===== config.mk =====
export PLATFORM = sky130hd
export DESIGN_NAME = alu_result_stage
export DESIGN_NICKNAME = d
export VERILOG_FILES = /design/src/rtl/alu_result_stage.sv
export SDC_FILE = /design/constraint.sdc
export NUM_CORES = 1
export LEC_CHECK = 0
export ABC_AREA = 0
export CAP_MARGIN = 20
export CORE_MARGIN = 1.5
export CORE_UTILIZATION = 25
export CTS_BUF_LIST = sky130_fd_sc_hd__clkbuf_16
export DETAILED_ROUTE_END_ITERATION = 12
export PLACE_DENSITY_LB_ADDON = 0.05
export SYNTH_ARGS = -nofsm -noshare
export SYNTH_HDL_FRONTEND = slang
export SYNTH_SLANG_ARGS = --single-unit

===== constraint.sdc =====
create_clock -name clk -period 2.4 [get_ports clk]
set_input_delay 0.36 -clock clk [delete_from_list [all_inputs] [get_ports clk]]
set_output_delay 0.36 -clock clk [all_outputs]
set_load 0.02 [all_outputs]

===== src/rtl/alu_result_stage.sv =====
//==============================================================================
// Module      : alu_result_stage
// Description : Single-cycle 16-bit ALU feeding a two-entry result FIFO.
//               A valid/ready handshake governs both sides. The output
//               presents the FIFO head (result plus Z/C/V flags) and counts
//               consumed results in op_count.
// Revision    : 1.0 - initial release
//==============================================================================
`default_nettype none

module alu_result_stage #(
  parameter int WIDTH = 16,
  parameter int DEPTH = 2
) (
  input  logic             clk,
  input  logic             rst_n,
  input  logic             in_valid,
  output logic             in_ready,
  input  logic [2:0]       op,
  input  logic [WIDTH-1:0] A,
  input  logic [WIDTH-1:0] B,
  output logic             out_valid,
  input  logic             out_ready,
  output logic [WIDTH-1:0] Res,
  output logic             Z,
  output logic             C,
  output logic             V,
  output logic [15:0]      op_count
);

  // Each entry is packed as {result, Z, C, V}.
  localparam int                c_EW        = WIDTH + 3;
  localparam int                c_PW        = (DEPTH > 1) ? $clog2(DEPTH) : 1;
  localparam logic [c_PW-1:0]   c_PTR_ONE   = c_PW'(1);
  localparam logic [c_PW:0]     c_CNT_ONE   = (c_PW + 1)'(1);
  localparam logic [c_PW:0]     c_DEPTH_CNT = (c_PW + 1)'(DEPTH);

  localparam logic [2:0] c_OP_AND  = 3'b000;
  localparam logic [2:0] c_OP_OR   = 3'b001;
  localparam logic [2:0] c_OP_ADD  = 3'b010;
  localparam logic [2:0] c_OP_SUB  = 3'b011;
  localparam logic [2:0] c_OP_XOR  = 3'b100;
  localparam logic [2:0] c_OP_NOR  = 3'b101;
  localparam logic [2:0] c_OP_SLT  = 3'b110;
  localparam logic [2:0] c_OP_SLTU = 3'b111;

  logic [WIDTH-1:0] w_b_eff;
  logic             w_cin;
  logic [WIDTH:0]   w_sum;
  logic [WIDTH-1:0] w_res;
  logic             w_c;
  logic             w_v;
  logic             w_z;
  logic [c_EW-1:0]  w_entry;
  logic [c_EW-1:0]  w_head;
  logic             w_push;
  logic             w_pop;

  logic [c_EW-1:0]  r_mem [DEPTH];
  logic [c_PW-1:0]  r_wptr;
  logic [c_PW-1:0]  r_rptr;
  logic [c_PW:0]    r_count;
  logic [15:0]      r_op_count;

  // Shared adder serves ADD and SUB; SUB is A + ~B + 1.
  always_comb begin
    w_cin   = (op == c_OP_SUB);
    w_b_eff = w_cin ? ~B : B;
    w_sum   = {1'b0, A} + {1'b0, w_b_eff} + {{WIDTH{1'b0}}, w_cin};
  end

  // Result and flag selection for the operand set being presented.
  always_comb begin
    w_res = '0;
    w_c   = 1'b0;
    w_v   = 1'b0;
    case (op)
      c_OP_AND:  w_res = A & B;
      c_OP_OR:   w_res = A | B;
      c_OP_XOR:  w_res = A ^ B;
      c_OP_NOR:  w_res = ~(A | B);
      c_OP_ADD: begin
        w_res = w_sum[WIDTH-1:0];
        w_c   = w_sum[WIDTH];
        w_v   = (A[WIDTH-1] == B[WIDTH-1]) && (w_res[WIDTH-1] != A[WIDTH-1]);
      end
      c_OP_SUB: begin
        w_res = w_sum[WIDTH-1:0];
        w_c   = w_sum[WIDTH];
        w_v   = (A[WIDTH-1] != B[WIDTH-1]) && (w_res[WIDTH-1] != A[WIDTH-1]);
      end
      c_OP_SLT:  w_res = {{(WIDTH-1){1'b0}}, ($signed(A) < $signed(B))};
      c_OP_SLTU: w_res = {{(WIDTH-1){1'b0}}, (A < B)};
      default:   w_res = '0;
    endcase
    w_z = (w_res == '0);
  end

  assign w_entry   = {w_res, w_z, w_c, w_v};
  assign in_ready  = (r_count < c_DEPTH_CNT);
  assign out_valid = (r_count != '0);
  assign w_push    = in_valid && in_ready;
  assign w_pop     = out_valid && out_ready;
  assign w_head    = r_mem[r_rptr];
  assign op_count  = r_op_count;

  // Entry storage; contents are only observed through the valid-gated head.
  always_ff @(posedge clk) begin
    if (w_push) begin
      r_mem[r_wptr] <= w_entry;
    end
  end

  // Pointers and occupancy; simultaneous push and pop keeps the count.
  always_ff @(posedge clk or negedge rst_n) begin
    if (!rst_n) begin
      r_wptr  <= '0;
      r_rptr  <= '0;
      r_count <= '0;
    end else begin
      if (w_push) r_wptr <= r_wptr + c_PTR_ONE;
      if (w_pop)  r_rptr <= r_rptr + c_PTR_ONE;
      if (w_push && !w_pop)      r_count <= r_count + c_CNT_ONE;
      else if (w_pop && !w_push) r_count <= r_count - c_CNT_ONE;
    end
  end

  // Consumed-result counter, wraps naturally at 16 bits.
  always_ff @(posedge clk or negedge rst_n) begin
    if (!rst_n) begin
      r_op_count <= '0;
    end else if (w_pop) begin
      r_op_count <= r_op_count + 16'd1;
    end
  end

  // Head presentation, forced to zero when the queue is empty.
  always_comb begin
    Res = '0;
    Z   = 1'b0;
    C   = 1'b0;
    V   = 1'b0;
    if (out_valid) begin
      Res = w_head[c_EW-1:3];
      Z   = w_head[2];
      C   = w_head[1];
      V   = w_head[0];
    end
  end

endmodule

`default_nettype wire


==> results of run 1 <==
## stage by stage
| stage | util, % | instances |
|---|---|---|
| 3_5_place_dp | 36.77 | 917 |
| 3_3_place_gp | 36.77 | 917 |
| 2_1_floorplan | - | 498 |
| 5_1_grt | 40.95 | 946 |
| 6_report | 40.95 | 946 |
| 4_1_cts | 39.67 | 944 |
## sequential cells by signal, summed over array words and instances, names as in the netlist
signal	cells
r_mem	38
op_count	16
r_count	2
r_rptr	1
r_wptr	1
## worst paths after layout
kind	endpoint	slack [ns]	cells past startpoint
min in group clk	op_count[15]	0.47	1
hold reg to reg	op_count[15]	0.47	1
hold / removal	op_count[9]	0.37	2
setup reg to reg	op_count[14]	0.75	7
setup / recovery	r_mem[0][2]	-0.41	17
max in group asynchronous	op_count[1]	1.81	2
## critical path, stage by stage
cell,delay (ns)
buf_6,0.07
nor2b_4,0.12
buf_6,0.12
nand2_8,0.08
buf_12,0.18
xnor2_4,0.14
ha_4,0.31
nand2_4,0.06
a2111oi_4,0.33
a211oi_2,0.15
buf_4,0.17
buf_6,0.12
o211ai_1,0.20
xor2_1,0.20
nand2_1,0.10
nand3_1,0.10
nor3_2,0.05
## cell usage after synthesis (all sizes together) (3+ instances only)
library cell | count | area [µm²]
ha | 68 | 850.8
inv | 47 | 176.4
nor2 | 47 | 176.4
xnor2 | 46 | 402.9
edfxtp | 38 | 1141
mux2i | 30 | 300.3
nand2 | 30 | 112.6
a21oi | 25 | 128.9
dfrtp | 20 | 500.5
o21ai | 20 | 100.1
xor2 | 17 | 148.9
a211oi | 11 | 92.58
clkbuf | 10 | 37.54
nand3 | 10 | 50.05
nor3 | 8 | 40.04
buf | 7 | 46.29
nor2b | 7 | 43.79
nand4 | 6 | 37.54
o22ai | 6 | 37.54
a21o | 4 | 30.03
and3 | 4 | 25.02
nor4 | 4 | 25.02
a211o | 3 | 26.28
o211ai | 3 | 22.52
o21bai | 3 | 22.52
## layout by cell type, fill, tap and decap left out, types with 9 or more instances in the layout
cell / Yosys / routed
buf_4: 3 / 136
ha_1: 68 / 53
clkdlybuf4s50_1: 0 / 53
nor2_1: 47 / 44
inv_1: 47 / 41
edfxtp_1: 38 / 38
xnor2_1: 46 / 37
mux2i_1: 30 / 30
nand2_1: 30 / 26
dfrtp_1: 20 / 20
a21oi_1: 24 / 19
xor2_1: 17 / 15
ha_4: 0 / 14
dlygate4sd2_1: 0 / 13
nand3_1: 10 / 10
clkbuf_16: 0 / 9
## power breakdown
group	leakage (nW)	total [W]	switching [W]	internal, W
logic	2.72	0.00272	0.00139	0.00133
registers	0.607	0.00145	0.000120	0.00133
clock network	0.134	0.00106	0.000393	0.000671
total	3.46	0.00523	0.00190	0.00333
## kinds of logic (layout without fill, tap and decap cells)
family,after synthesis,after routing
xor gates and xnor gates,63,63
and+or+nand+nor,124,124
AOI/OAI and AO/OA,89,89
muxes,31,31
buffers and inverters,64,278
DFF,58,58
adders and majority gates,69,69
## metal layers
layer / global-route usage [%] / vias up / wire (µm)
li1: - / 2144 / -
met1: 18.16 / 1966 / 6419
met2: 23.59 / 69 / 6472
met3: 1.856 / 11 / 345
met4: 3.256 / 0 / 146
met5: 0 / - / 0
## what timing repair did
| item | 4_1_cts | 5_1_grt |
|---|---|---|
| buffers inserted | 11 | 10 |
| hold buffers | 0 | 0 |
| gates resized for setup | 72 | 43 |
| pin swaps | 27 | 39 |
| setup endpoints to repair | 34 | 32 |
| cloned | 0 | 0 |
## layout make-up
cell class	instances	share of cell area, %
flip-flops and latches	58	21.36
repair buffers	215	23.61
well taps	234	3.810
multi-input cells	376	45.62
inverters	47	2.296
clock inverters	7	0.3745
clock buffers	9	2.931
==> impl_metrics.tcl, run 1 <==
set metrics [dict create \
    vias_cell 4.429 \
    detailedRoute.firstIterationViolations 88 \
    1st_pass_router_iterations 6 \
    failed_checks "setup timing" \
    layout_setup_ws_ns -0.4093 \
    timing.setup.critical_path_class "input pin to flop" \
    wl_per_cell_um 14.15 \
    worst_clock_skew_ns 0.003578 \
    max_slew.worst_pin.slew_ns 0.5412 \
    setup_viol 20 \
    synth_top_flop_cell "edfxtp_1" \
    number_of_buffers_added_by_the_clock_tree_synthesis_step 9 \
    clock_insertion_delay_worst_skew_ns 0.32 \
    finalHoldViolations 0 \
    status "finished, violations left" \
    powerDensity_nw_per_um2 680.8 \
    core_um2 18770 \
    place_congestion 0.7953 \
    drc_viols 0 \
    first_pass_grt_wire_length_um 21640 \
    rr_startpoint "r_count[0]" \
    via_count_of_the_first_global_routing_pass 4133 \
    total_power_w 0.005232 \
    holdWs_ns 0.3738 \
    initial_utilization_pct 25.58 \
    remaining_number_of_nets_flagged_by_the_antenna_check_after_routing 0 \
    synth.lib_cells_used.distinct 52 \
    placed_area_um2 6902 \
    drt-total-wl_um 13380 \
    cp-startpoint "op[1]" \
    synth_simple_gate_area_share_pct 11.96 \
    initial_antenna_violation_count 0 \
    max_cap_check_violation_count 0 \
    cts_tree "yes" \
    postSynth.asyncResetShare_pct 34.48 \
    synth-compound-area-share_pct 12.30 \
    period_minus_ws_final_ns 2.809 \
    nFillCells 1887 \
    dpl_worst_slack_ns -1.296 \
    mappedNetlistArea_um2 4801 \
    final_min_period_over_clock_period_pct 117.1 \
    grt_start_max_net_pins 37 \
    global_route_congestion_overflow_total 0 \
    layout.cell_area.non_filler_um2 7685 \
    clk_root_buffer_cell "clkbuf_16" \
    ys_seq_area_share_pct 34.19 \
    max_freq_ghz 0.3560 \
    number_of_flops_mapped_to_enable_cells_by_yosys 38 \
    setup-tns-final_ns -4.751 \
    number_of_sinks_on_the_clock_net 58 \
    final-seq-area_um2 1642 \
    crit_arrival_ns 2.88 \
    cp-start-kind "input pin" \
    design.die.area_um2 20040 \
    cts.htree.levels 3 \
    ir_worst_vdd_mv 0.2965 \
    synth_xor_area_share_pct 11.49 \
    insertedDiodeCount 0 \
    slew_headroom_pct 63.92 \
    rsz0062_at_grt "yes" \
    place_hpwl_um 10580 \
    worst_setup_hold_path_clk_slew_ns 0.05 \
    synth-adder-area-share_pct 18.14 \
    crit_path_end_kind "flop" \
    grtUsageTotal_pct 13.70 \
    vias 4190 \
    layout-drive-gt1-share_pct 33.43 \
    main_combinational_cell_family_by_area_after_synthesis "adder cells" \
    synth-seq-cells 58 \
    io_port_bufs 75 \
    yosys_warnings 0 \
    number_of_rows_created_at_floorplan 50 \
    mappedNetlistNets 606 \
    critical_path_peak_fanout 7 \
    hp-class "input pin to asynchronous set/reset pin" \
    total_leakage_power_nw 3.461 \
    timing.critical_path.required_ns 2.47 \
    synth_area_per_cell_um2 9.640 \
    multi_input_area_um2 3506 \
    synthCells 498 \
    die_height_um 141.6 \
    die_w_um 141.6 \
    layout-area-overhead-vs-synth_pct 60.07 \
    final_net_count 815 \
    yosys-mux-area-fraction_pct 6.489 \
    cts_max_path_buffers 2 \
    maxSlewViolCount 0 \
    boundaryPins 76 \
]
No activity file was read; power rests on OpenSTA's default activity.
==> run 2: changes to the inputs <==
--- a/config.mk
+++ b/config.mk
@@ -11,6 +11,7 @@
 export CORE_UTILIZATION = 25
 export CTS_BUF_LIST = sky130_fd_sc_hd__clkbuf_16
 export DETAILED_ROUTE_END_ITERATION = 12
+export GPL_ROUTABILITY_DRIVEN = 0
 export PLACE_DENSITY_LB_ADDON = 0.05
 export SYNTH_ARGS = -nofsm -noshare
 export SYNTH_HDL_FRONTEND = slang
==> results of run 2 <==
No change in the layout: final DEF, timing and power equal those of run 1.
